File: src/rtl/mem_access_ctrl_pkg.sv
// Shared definitions for the MEM-stage SRAM access controller.
//   state_t   : controller FSM encoding (2'd3 unused, recovers to IDLE)
//   MEM_OP_*  : captured operation codes
package mem_access_ctrl_pkg;

  typedef enum logic [1:0] {
    ST_IDLE   = 2'd0,
    ST_ACCESS = 2'd1,
    ST_DONE   = 2'd2
  } state_t;

  localparam logic MEM_OP_RD = 1'b0;
  localparam logic MEM_OP_WR = 1'b1;

endpackage

File: src/rtl/mem_access_ctrl_if.sv
// Bundle of the MEM-stage request side and the SRAM side of the controller.
//   slave  : the controller (samples requests, drives SRAM, returns load data)
//   master : the pipeline + SRAM environment around it
interface mem_access_ctrl_if #(
  parameter int ADDR_W = 16
);
  logic              MEM_R_EN;
  logic              MEM_W_EN;
  logic [31:0]       addr_in;
  logic [31:0]       wdata_in;
  logic [31:0]       rdata_out;
  logic              stall;
  logic [ADDR_W-1:0] sram_addr;
  logic [31:0]       sram_wdata;
  logic [31:0]       sram_rdata;
  logic              sram_we;
  logic              sram_re;

  modport slave (
    input  MEM_R_EN, MEM_W_EN, addr_in, wdata_in, sram_rdata,
    output rdata_out, stall, sram_addr, sram_wdata, sram_we, sram_re
  );

  modport master (
    output MEM_R_EN, MEM_W_EN, addr_in, wdata_in, sram_rdata,
    input  rdata_out, stall, sram_addr, sram_wdata, sram_we, sram_re
  );
endinterface

File: src/rtl/en_reg.sv
// Generic enabled register with asynchronous active-high clear.
//   clk, rst : clock / async reset (q -> 0)
//   en, d    : load d into q when en
//   q        : registered value
module en_reg #(
  parameter int W = 32
) (
  input  logic         clk,
  input  logic         rst,
  input  logic         en,
  input  logic [W-1:0] d,
  output logic [W-1:0] q
);
  always_ff @(posedge clk or posedge rst) begin
    if (rst)     q <= '0;
    else if (en) q <= d;
  end
endmodule

File: src/rtl/mem_access_ctrl_wait_counter.sv
// Down-counter timing one SRAM access.
//   load : reload with WAIT_CYCLES-1 (takes priority over en)
//   en   : count down, saturating at zero
//   zero : counter is at zero (last access cycle)
module wait_counter #(
  parameter int WAIT_CYCLES = 5
) (
  input  logic clk,
  input  logic rst,
  input  logic load,
  input  logic en,
  output logic zero
);
  localparam int CW = $clog2(WAIT_CYCLES + 1);
  localparam logic [CW-1:0] LOAD_VAL = CW'(WAIT_CYCLES - 1);

  logic [CW-1:0] cnt;

  assign zero = (cnt == '0);

  always_ff @(posedge clk or posedge rst) begin
    if (rst)              cnt <= '0;
    else if (load)        cnt <= LOAD_VAL;
    else if (en && !zero) cnt <= cnt - CW'(1);
  end
endmodule

File: src/rtl/mem_access_ctrl.sv
// MEM-stage controller for a fixed-latency SRAM.
// A load/store seen in IDLE is captured, the SRAM is strobed for WAIT_CYCLES
// cycles, then one DONE cycle lets the pipeline advance with rdata_out valid.
//   clk, rst : clock, async active-high reset
//   bus      : request / load-data / SRAM signals (slave side)
module mem_access_ctrl
  import mem_access_ctrl_pkg::*;
#(
  parameter int WAIT_CYCLES = 5,
  parameter int ADDR_W      = 16,
  parameter int BASE_ADDR   = 1024
) (
  input  logic               clk,
  input  logic               rst,
  mem_access_ctrl_if.slave   bus
);
  localparam logic [31:0] BASE_W = 32'(BASE_ADDR);

  state_t            state, state_nxt;
  logic              req, cap_en, cnt_zero, rd_done;
  logic              op_nxt, op_q;
  logic [31:0]       byte_off;
  logic [ADDR_W-1:0] word_addr, addr_q;
  logic [31:0]       wdata_q, rdata_q;

  assign req    = bus.MEM_R_EN | bus.MEM_W_EN;
  assign cap_en = (state == ST_IDLE) & req;
  // Simultaneous read+write enables resolve to a read.
  assign op_nxt = bus.MEM_R_EN ? MEM_OP_RD : MEM_OP_WR;

  // Below-base addresses wrap modulo 2^ADDR_W words.
  assign byte_off  = bus.addr_in - BASE_W;
  assign word_addr = ADDR_W'(byte_off >> 2);

  en_reg #(.W(1))      u_op    (.clk(clk), .rst(rst), .en(cap_en), .d(op_nxt),       .q(op_q));
  en_reg #(.W(ADDR_W)) u_addr  (.clk(clk), .rst(rst), .en(cap_en), .d(word_addr),    .q(addr_q));
  en_reg #(.W(32))     u_wdata (.clk(clk), .rst(rst), .en(cap_en), .d(bus.wdata_in), .q(wdata_q));

  wait_counter #(.WAIT_CYCLES(WAIT_CYCLES)) u_cnt (
    .clk  (clk),
    .rst  (rst),
    .load (cap_en),
    .en   (state == ST_ACCESS),
    .zero (cnt_zero)
  );

  // Load data is captured on the last access cycle and held across stores.
  assign rd_done = (state == ST_ACCESS) & cnt_zero & (op_q == MEM_OP_RD);
  en_reg #(.W(32)) u_rdata (.clk(clk), .rst(rst), .en(rd_done), .d(bus.sram_rdata), .q(rdata_q));

  always_ff @(posedge clk or posedge rst) begin
    if (rst) state <= ST_IDLE;
    else     state <= state_nxt;
  end

  always_comb begin
    state_nxt = state;
    case (state)
      ST_IDLE:   if (req) state_nxt = ST_ACCESS;
      ST_ACCESS: if (cnt_zero) state_nxt = ST_DONE;
      ST_DONE:   state_nxt = ST_IDLE;
      default:   state_nxt = ST_IDLE;
    endcase
  end

  // stall covers the IDLE request cycle too, so the pipeline freezes
  // before the first SRAM cycle; gated by rst so reset forces it low.
  assign bus.stall      = ~rst & ((state == ST_ACCESS) | cap_en);
  assign bus.sram_re    = (state == ST_ACCESS) & (op_q == MEM_OP_RD);
  assign bus.sram_we    = (state == ST_ACCESS) & (op_q == MEM_OP_WR);
  assign bus.sram_addr  = addr_q;
  assign bus.sram_wdata = wdata_q;
  assign bus.rdata_out  = rdata_q;

endmodule

File: src/flat_wrapper.sv
// flat-port wrapper written by rule: the top's interface ports become plain ports
module mem_access_ctrl_flat import mem_access_ctrl_pkg::*;
#(
  parameter int WAIT_CYCLES = 5,
  parameter int ADDR_W      = 16,
  parameter int BASE_ADDR   = 1024
)
  (clk, rst, bus_MEM_R_EN, bus_MEM_W_EN, bus_addr_in, bus_wdata_in, bus_sram_rdata, bus_rdata_out, bus_stall, bus_sram_addr, bus_sram_wdata, bus_sram_we, bus_sram_re);
  mem_access_ctrl_if #(.ADDR_W(ADDR_W)) bus_i ();
  input  logic clk;
  input  logic rst;
  input wire logic [$bits(bus_i.MEM_R_EN)-1:0] bus_MEM_R_EN;
  input wire logic [$bits(bus_i.MEM_W_EN)-1:0] bus_MEM_W_EN;
  input wire logic [$bits(bus_i.addr_in)-1:0] bus_addr_in;
  input wire logic [$bits(bus_i.wdata_in)-1:0] bus_wdata_in;
  input wire logic [$bits(bus_i.sram_rdata)-1:0] bus_sram_rdata;
  output wire logic [$bits(bus_i.rdata_out)-1:0] bus_rdata_out;
  output wire logic [$bits(bus_i.stall)-1:0] bus_stall;
  output wire logic [$bits(bus_i.sram_addr)-1:0] bus_sram_addr;
  output wire logic [$bits(bus_i.sram_wdata)-1:0] bus_sram_wdata;
  output wire logic [$bits(bus_i.sram_we)-1:0] bus_sram_we;
  output wire logic [$bits(bus_i.sram_re)-1:0] bus_sram_re;
  assign bus_i.MEM_R_EN = bus_MEM_R_EN;
  assign bus_i.MEM_W_EN = bus_MEM_W_EN;
  assign bus_i.addr_in = bus_addr_in;
  assign bus_i.wdata_in = bus_wdata_in;
  assign bus_i.sram_rdata = bus_sram_rdata;
  assign bus_rdata_out = bus_i.rdata_out;
  assign bus_stall = bus_i.stall;
  assign bus_sram_addr = bus_i.sram_addr;
  assign bus_sram_wdata = bus_i.sram_wdata;
  assign bus_sram_we = bus_i.sram_we;
  assign bus_sram_re = bus_i.sram_re;
  mem_access_ctrl #(.WAIT_CYCLES(WAIT_CYCLES), .ADDR_W(ADDR_W), .BASE_ADDR(BASE_ADDR)) u_core (.clk(clk), .rst(rst), .bus(bus_i));
endmodule
File: config.mk
export PLATFORM = sky130hd
export DESIGN_NAME = mem_access_ctrl_flat
export DESIGN_NICKNAME = d
export VERILOG_FILES = /design/src/rtl/mem_access_ctrl_pkg.sv /design/src/rtl/mem_access_ctrl_if.sv /design/src/rtl/en_reg.sv /design/src/rtl/mem_access_ctrl_wait_counter.sv /design/src/rtl/mem_access_ctrl.sv /design/src/flat_wrapper.sv
export SDC_FILE = /design/constraint.sdc
export NUM_CORES = 1
export LEC_CHECK = 0
export ABC_AREA = 1
export CORE_ASPECT_RATIO = 2
export CORE_UTILIZATION = 36
export CTS_CLUSTER_DIAMETER = 120
export DETAILED_ROUTE_END_ITERATION = 10
export GPL_TIMING_DRIVEN = 0
export PLACE_DENSITY_LB_ADDON = 0.15
export SLEW_MARGIN = 20
export SYNTH_ARGS = -nofsm -noshare
export SYNTH_HDL_FRONTEND = slang
export SYNTH_SLANG_ARGS = --single-unit
File: constraint.sdc
create_clock -name clk -period 2.85 [get_ports clk]
set_input_delay 0.57 -clock clk [delete_from_list [all_inputs] [get_ports clk]]
set_output_delay 0.57 -clock clk [all_outputs]
set_load 0.02 [all_outputs]
-- Word level (Yosys, flattened, before mapping)
Cells that the tools add are included.
- register bits after elaboration: 86
- bits of input ports: 100
- add/subtract/negate cells: 2
- eq/ne operators: 3
- mux-type cells: 6
- bitwise operators: 10
- reductions and logical operators: 6
- operators with widths (operator ; number):
    $sub 18x11->18 const B ; 1
    $and 1x1->1 ; 6
    $mux 3 ; 2
    $mux 2 ; 2
    $ne 2x1->1 const B ; 2
    $pmux 2 s2 ; 1
    $logic_not 3->1 ; 1
    $sub 3x1->3 const B ; 1
    $eq 2x1->1 const B ; 1
    $logic_not 2->1 ; 1
    $not 1->1 ; 2
    $or 1x1->1 ; 2
    $reduce_and 2->1 ; 1
    $reduce_bool 2->1 ; 1
    $logic_and 1x1->1 ; 1
    $logic_not 1->1 ; 1
    $mux 1 ; 1

-- Depth between registers and ports, before layout
- depth after elaboration: 5
- depth in mapped cells: 8
- depth with buffers taken out: 8

-- Modules after synthesis
A second synthesis with hierarchy kept.
- cell total of the unflattened synthesis: 427
- area, all modules: 3756.1 um^2
- modules (own cells, without submodules) (module ; instances ; cells an instance ; area an instance (um^2) ; seq. area each (um^2)):
    en_reg (u_core.u_rdata ...) ; 2 ; 137 ; 1296.2 ; 800.8
    en_reg (u_core.u_addr) ; 1 ; 69 ; 648.1 ; 400.4
    mem_access_ctrl ; 1 ; 53 ; 286.5 ; 50.0
    wait_counter ; 1 ; 25 ; 185.2 ; 75.1
    en_reg (u_core.u_op) ; 1 ; 6 ; 43.8 ; 25.0

-- Worst setup path after synthesis
OpenSTA, ideal clock, no wires.
- path kind: input to output
- from: input port bus_MEM_W_EN
- to: output port bus_stall
- data arrival time: 1.158 ns
- required time: 2.280 ns
- slack: 1.122 ns
- stages on the path: 3
- cell sequence: o21ai_2 -> buf_2 -> a21oi_1
- longest elaborated chain between the ends: 4
- RTL lines (item ; line ; text):
    start, declared ; flat_wrapper.sv:13 ; input wire logic [$bits(bus_i.MEM_W_EN)-1:0] bus_MEM_W_EN;
    $or 1x1->1 ; mem_access_ctrl.sv:26 ; assign req = bus.MEM_R_EN | bus.MEM_W_EN;
    $and 1x1->1 ; mem_access_ctrl.sv:27 ; assign cap_en = (state == ST_IDLE) & req;
    $or 1x1->1 ; mem_access_ctrl.sv:68 ; assign bus.stall = ~rst & ((state == ST_ACCESS) | cap_en);
    $and 1x1->1 ; mem_access_ctrl.sv:68 ;
    end, declared ; flat_wrapper.sv:18 ; output wire logic [$bits(bus_i.stall)-1:0] bus_stall;
Every way passes these cells.

-- Final worst setup path
- from: input port bus_MEM_R_EN
- to: output port bus_stall
- longest elaborated chain between the ends: 4
- RTL lines (item ; line ; text):
    start, declared ; flat_wrapper.sv:12 ; input wire logic [$bits(bus_i.MEM_R_EN)-1:0] bus_MEM_R_EN;
    $or 1x1->1 ; mem_access_ctrl.sv:26 ;
    $and 1x1->1 ; mem_access_ctrl.sv:27 ;
    $or 1x1->1 ; mem_access_ctrl.sv:68 ;
    $and 1x1->1 ; mem_access_ctrl.sv:68 ;
Every way passes these cells.

==> qor.csv <==
stage,metric,value,unit
run_status,status,completed,
placed_design,place_ws,147.1,ps
floorplan,num_rows,50,
logic_synthesis,yosysWarnings,0,
route,wl_per_cell,13.26,microns
job,maxCapViolCount,0,
finish,drive_gt1_share,6.599,%
placed_design,portBuffers,166,
logic_synthesis,syn-instance-count,408,
global_route,grt_pass1_vias,3268,
cts,clk_path_buf_depth,2,
pwr,powerDensity,1185,nW/um^2
sta,finalHoldViolCount,0,
min_path,min_from,u_core.u_rdata.q[12],
critical_path,worstReg2RegEnd,u_core.u_rdata.q[1],
critical_path,critPathMaxFanout,10,
global_route,antenna_found_initial,0,
floorplan,die_w,72.18,microns
sta,max_freq,372.9,MHz
floorplan,num_io_pins,183,
sta,tightest_slew,530.9,ps
critical_path,cp.arrival,2110,ps
floorplan,core,9447,sq um
global_route,grt_pass1_wl,15380,microns
pwr,ir_drop,0.6141,mV
sta,fin_skew,4.697,ps
critical_path,crit-reg2reg-launch,u_core.u_cnt.cnt[0],
cts,clockRootBuffer,clkbuf_16,
finish,area_delta_synth_final,61.22,%
global_route,grtUsageMet3,3.612,%
sta,hold_slack,469.8,ps
logic_synthesis,synthesis.area,3546,sq um
sta,setup_viol,0,
cts,htreeDepth,3,
pwr,p_clk_share,18.2,%
cts,postCtsResizedCells,0,
sta,setup_ws,168.1,ps
cts,cts_sinks,86,
critical_path,crit_type,primary input to output pin,
cts,cts-hold-fix-buffers,0,
finish,layout.nets,689,
route,drc_errors,0,
logic_synthesis,ys_seq_elements,86,
finish,final_cell_mix,"211 x nand2_1, 166 x clkdlybuf4s50_1, 86 x dfrtp_1",
critical_path,crit_path_end_kind,output pin,
cts,cts.reportedPaths.clkPinSlew,60,ps
critical_path,start_kind,primary input,
min_path,hp-class,flip-flop to flip-flop,
pwr,p_int,4.127,mW
global_route,grt-ovfl-total,0,
placed_design,dp_hpwl,7356,microns
route,drt_iter0_markers,82,
logic_synthesis,synth_seq_area_share,60.69,%
sta,finalCriticalPeriod,2682,ps
sta,max_slew_margin,64.61,%
pwr,p_comb_share,50.1,%
route,drtAntennaViolNets,0,
route,dr.pass1.iters,6,
logic_synthesis,synth.avg_cell_area,8.691,sq um
global_route,grt_usage,19.59,%
cts,post_cts_buffers,0,
critical_path,rr_worst_depth,8,
cts,clk_latency,340,ps
route,avgViaCountPerCell,4.530,
route,drt-total-wl,9561,microns
finish,diodes,0,
finish,final_common_cell,nand2_1,
sta,slew_viol_final,0,
pwr,switchingPower,2.646,mW
critical_path,worst-r2r-setup-slack,1440,ps
cts,cts_tree,done,
pwr,p_sw_share,39.06,%
placed_design,place.gp.congestion,0.7907,
logic_synthesis,synth_cell_type_count,20,
global_route,use_met1,20.15,%
logic_synthesis,syn_nets,511,
sta,rsz0062_at_grt,no,
floorplan,die-area,10270,sq um
global_route,grt_max_degree,53,
pwr,pwr-share-seq,31.7,%
route,vias,3266,
global_route,grt.busiest_layer,met2,
min_path,hold_depth,2,
sta,finalCritPeriodShare,94.10,%
pwr,p_leak,2.796,nW
cts,numCtsBuffers,9,
global_route,grtUsageMet2,36.65,%
floorplan,start_util,37.54,%
floorplan,die_y,142.4,microns
min_path,hold_end,u_core.u_rdata.q[12],
critical_path,crit_required,2280,ps
-- area by class of cell --
cell class,count,area (sq um)
tap,130,162.7
fill,852,3730
multi-input combinational,285,1192
inverter,18,70.07
timing repair buffer,167,1689
clock inverter,5,83.83
buffer,19,133.9
sequential,86,2152
clock buffer,11,232.7
-- synth_stat cells, drive strengths merged --
cell type	instances	area, sq um
nand2	214	815.8
dfrtp	86	2152
nand3	42	210.2
buf	17	126.4
inv	17	63.81
nor2	13	56.30
o21ai	8	43.79
a21oi	3	15.01
ha	3	37.54
clkbuf	2	7.510
clkinv	1	3.750
nand4	1	6.260
o21bai	1	7.510
-- cell families (layout without fill, tap and decap cells) --
| kind of cell | count (synthesis) | in the layout | share of synthesized area, % |
|---|---|---|---|
| AO/OA/AOI/OAI | 12 | 12 | 1.870 |
| adder cells (fa/ha/maj) | 3 | 3 | 1.059 |
| buffers and inverters | 37 | 220 | 5.681 |
| flip-flops | 86 | 86 | 60.69 |
| AND/OR/NAND/NOR | 270 | 270 | 30.70 |
-- power by group through the flow --
stage / Clock, mW / Combinational [mW] / Sequential (mW)
2_1_floorplan: 0 / 1.11 / 2.83
3_3_place_gp: 0 / 3.40 / 2.13
3_5_place_dp: 0 / 3.45 / 2.16
4_1_cts: 1.27 / 3.46 / 2.15
5_1_grt: 1.32 / 3.71 / 2.21
6_report: 1.23 / 3.39 / 2.15
-- state kept, by name, indices dropped and copies added (netlist names) --
register	count
u_core.u_cnt.cnt	3
u_core.u_wdata.q	32
u_core.state	2
u_core.u_op.q	1
u_core.u_rdata.q	32
u_core.u_addr.q	16
-- through the flow --
stage	total power, mW	utilization, %	instance area [sq um]	TNS, ps	std cells
after detailed placement	5.612	57.17	5400	0	705
after CTS	6.878	60.52	5717	0	721
after floorplan	3.946	-	3546	0	408
after global placement	5.527	56.85	5370	-122160	704
final	6.773	60.52	5717	0	721
after global routing	7.243	60.52	5717	0	721
-- per-layer routing --
metal	vias to the layer above	routed length (microns)	part of all wire [%]
li1	1616	-	-
met1	1519	3507	37
met2	111	5291	55
met3	20	460	4.8
met4	0	301	3.1
met5	-	0	0
-- worst max-delay path, cell delays in order --
cell             delay (ps)
clkdlybuf4s50_1         490
o21ai_2                  80
buf_2                   200
a21oi_1                 140
clkdlybuf4s50_1         630
-- worst max path at each step --
| stage | start | to | slack (ps) |
|---|---|---|---|
| final | bus_MEM_R_EN | bus_stall | 170 |
| after global routing | u_core.u_op.q | bus_sram_we | 50 |
| after CTS | bus_MEM_W_EN | bus_stall | 150 |
| after detailed placement | bus_MEM_W_EN | bus_stall | 150 |
| after global placement | rst | u_core.u_wdata.q[18] | -1420 |
| after floorplan | rst | u_core.state[0] | 60 |
No activity file was read; power rests on OpenSTA's default activity.
